`src/rtl/sram_model_pkg.sv`:
```
// rtl/sram_model_pkg.sv - shared widths, byte constant and op encoding for the 1RW1R SRAM model
package sram_model_pkg;

   localparam int BYTE_WIDTH     = 8;
   localparam int DEF_DATA_WIDTH = 64;
   localparam int DEF_ADDR_WIDTH = 10;

   typedef enum logic [1:0] {
      OP_IDLE  = 2'd0,
      OP_READ  = 2'd1,
      OP_WRITE = 2'd2
   } op_e;

   function automatic op_e decode_op(input logic csb, input logic web);
      if (csb) begin
         return OP_IDLE;
      end else if (web) begin
         return OP_READ;
      end else begin
         return OP_WRITE;
      end
   endfunction

endpackage

```
`src/rtl/sram_port_capture.sv`:
```
// rtl/sram_port_capture.sv - rising-edge input registers for one SRAM port
// Reset cancels the captured op so the following falling edge does nothing.
module sram_port_capture
   import sram_model_pkg::*;
#(
   parameter int ADDR_WIDTH = DEF_ADDR_WIDTH,
   parameter int DATA_WIDTH = DEF_DATA_WIDTH,
   parameter int NUM_WMASKS = DATA_WIDTH / BYTE_WIDTH
) (
   input  logic                  i_clk,
   input  logic                  i_rst,
   input  logic                  i_csb,
   input  logic                  i_web,
   input  logic [NUM_WMASKS-1:0] i_wmask,
   input  logic [ADDR_WIDTH-1:0] i_addr,
   input  logic [DATA_WIDTH-1:0] i_din,
   output op_e                   o_op,
   output logic [NUM_WMASKS-1:0] o_wmask,
   output logic [ADDR_WIDTH-1:0] o_addr,
   output logic [DATA_WIDTH-1:0] o_din,
   output logic                  o_rst
);

   op_e                   r_op;
   logic [NUM_WMASKS-1:0] r_wmask;
   logic [ADDR_WIDTH-1:0] r_addr;
   logic [DATA_WIDTH-1:0] r_din;
   logic                  r_rst;

   always_ff @(posedge i_clk) begin
      r_rst   <= i_rst;
      r_wmask <= i_wmask;
      r_addr  <= i_addr;
      r_din   <= i_din;
      if (i_rst) begin
         r_op <= OP_IDLE;
      end else begin
         r_op <= decode_op(i_csb, i_web);
      end
   end

   assign o_op    = r_op;
   assign o_wmask = r_wmask;
   assign o_addr  = r_addr;
   assign o_din   = r_din;
   assign o_rst   = r_rst;

endmodule

```
`config.mk`:
```
export PLATFORM = sky130hd
export DESIGN_NAME = sram_port_capture
export DESIGN_NICKNAME = d
export VERILOG_FILES = /design/src/rtl/sram_model_pkg.sv /design/src/rtl/sram_port_capture.sv
export SDC_FILE = /design/constraint.sdc
export NUM_CORES = 1
export LEC_CHECK = 0
export CAP_MARGIN = 20
export CORE_MARGIN = 5
export CORE_UTILIZATION = 25
export DETAILED_ROUTE_END_ITERATION = 7
export HOLD_SLACK_MARGIN = 0.08
export PLACE_DENSITY = 0.76
export SYNTH_ARGS = -nofsm -noshare
export SYNTH_HDL_FRONTEND = slang
export SYNTH_SLANG_ARGS = --single-unit
```
`constraint.sdc`:
```
create_clock -name i_clk -period 0.8 [get_ports i_clk]
set_input_delay 0.2 -clock i_clk [delete_from_list [all_inputs] [get_ports i_clk]]
set_output_delay 0.2 -clock i_clk [all_outputs]
set_load 0.01 [all_outputs]
```
==> summary.txt <==
Cells and area
  • Commonest non-fill, non-tap cell in the layout: clkdlybuf4s50_1
  • Share of post-route cells with drive strength above 1: 0.502
  • Nets: 354
  • # diodes: 0
  • Layout area overhead: 107%
  • Most frequent cells in the layout: clkdlybuf4s50_1 (85), dfxtp_1 (49), buf_2 (49)
  • Number of non-filler instances in the completed layout: 353

Place
  • Inst Count DP: 337
  • Detailed Place HPWL: 4.29 mm
  • Routability-driven placement congestion ratio: 0.639
  • Pre-CTS setup slack: -0.268 ns
  • # port buffers: 170

Worst hold path
  • Worst hold path class: input pin to flop
  • Hold Path Stages: 1

Logic synthesis
  • Netlist cell types: 3
  • Top cells by area, synth: dfxtp_1 (99%), nor3b_2 (0.73%), nor3_2 (0.58%)
  • Syn_nets: 173
  • Synthesized area: 1720 µm²
  • Top cell type's share of synthesized area: 0.987
  • Synth warn: 0
  • Average size of a mapped cell: 19.8 µm²
  • Dominant cell type by area after synthesis: dfxtp_1
  • Register bit total from synthesis: 85
  • Mapped Cells: 87
  • Register area share after synthesis: 0.987

Timing
  • Worst Tran Pin Value: 0.141 ns
  • Hold Slack: 0.297 ns
  • Final Hold Fails: 0
  • RSZ-0062 raised after global routing: true
  • Max_slew headroom: 0.905
  • Final setup fails: 85
  • Ratio of final minimum period to clock period: 1.22
  • Max Fclk: 1.03 GHz
  • Min Tclk post-route: 0.972 ns
  • Slew Viols, Final: 0
  • Final setup margin: -0.172 ns
  • Setup TNS: -13.35 ns

Outcome
  • Status: complete, but fails checks
  • Failing checks: setup timing

Global route
  • GRT overflow: 0
  • GRT Overall Usage: 0.114
  • Number of antenna violations at the first check in global routing: 0
  • Largest net degree at the start of global routing: 14
  • Global-route wire length before repair: 7.26 mm
  • Number of global-route vias before repair: 1419

Drt
  • Router iterations before antenna repair: 2
  • Starting DRT DRC Count: 19
  • Post-route ant nets: 0
  • Final wirelength: 5.08 mm
  • Vias: 1299
  • Post-route DRC: 0
  • WL per Instance: 14.4 µm
  • Vias/cell: 3.68

Clocking
  • H-tree Lvls: 3
  • Max clock buf depth: 2
  • CTS tree: done
  • CTS root buf: clkbuf_8
  • Sink Count: 85
  • Num CTS Buffers: 9
  • Clock-pin slew on the worst setup and hold paths: 0.08 ns
  • Post-CTS setup buffers: 0

Worst setup path
  • CP Launch Type: flop
  • Worst path cell trace: buf_6
  • Crit-path max FO: 1
  • WP data required: 0.60 ns
  • Critical Path End Type: primary output
  • WS Path Type: flop to primary output
  • Crit-path max cell delay: 0.33 ns
  • WP data arrival: 0.77 ns
  • Worst path bufs/invs: 1
  • Largest delay share family, worst path: flip-flops
  • Max stage delay cell, worst path: dfxtp_2
  • CP Depth: 1

Floorplan
  • Die Width: 93.0 µm
  • Die height: 93.0 µm
  • Area of the die: 8660 µm²
  • Boundary Pins: 171
  • Area of the core: 6760 µm²
  • Row cnt: 30
  • Initial cell density of the core: 0.255

Power
  • Power density cells: 2320 nW/µm²
  • Max rail drop VDD: 1.25 mV
  • Static leakage: 1.56 nW
  • Final Power: 0.00827 W

Run
  • Maximum Capacitance Violations: 0
## report_power, final
part / switching, W / total, W / internal, W
registers: 0.0000703 / 0.00454 / 0.00447
clock network: 0.00133 / 0.00285 / 0.00152
logic: 0.000265 / 0.000876 / 0.000611
total: 0.00167 / 0.00827 / 0.00660
## cells in the mapped netlist, drive strengths merged
| cell | number |
|---|---|
| nor3 | 1 |
| dfxtp | 85 |
| nor3b | 1 |
## state kept, by name (all words and copies together), names as in the netlist
register / cells
o_wmask: 8
o_rst: 1
o_din: 64
o_op: 2
o_addr: 10
## cells by family (layout without fill, tap and decap cells)
logic type,Yosys count,in the layout,share of synthesized area
flip-flops,85,85,0.987
AND/OR/NAND/NOR,2,2,0.0131
buffers and inverters,0,186,0
## what timing repair did
item | CTS | global route
hold endpoints to repair | 0 | 0
resized for setup | 360 | 52
setup endpoints to repair | 85 | 85
hold buffers | 0 | 0
cloned | 0 | 0
## routing by layer
layer  global-route usage  vias up  routed length [µm]
met2                0.205       99                2720
met1                0.103      563                1600
met5                    0        -                   0
li1                     -      629                   -
met4               0.0586        0                  76
met3               0.0628        8                 683
## stage by stage
| step | util | cell area (µm²) |
|---|---|---|
| 2_1_floorplan | - | 1720 |
| 3_3_place_gp | 0.522 | 3530 |
| 3_5_place_dp | 0.522 | 3530 |
| 4_1_cts | 0.499 | 3370 |
| 5_1_grt | 0.527 | 3560 |
| 6_report | 0.527 | 3560 |
## cell type report
cell class / count / area (µm²)
multi-input combinational: 2 / 22.5
sequential: 85 / 1750
clock buffer: 12 / 145
clock inverter: 4 / 47.5
fill: 624 / 3190
timing repair buffer: 170 / 1500
tap: 80 / 100
## worst paths after layout
path	end	startpoint	slack (ns)
worst max-delay path	o_din[54]	o_din[54]$_DFF_P_	-0.17
worst min-delay path	o_din[58]$_DFF_P_	i_din[58]	0.30
(Power assumes the default switching activity.)
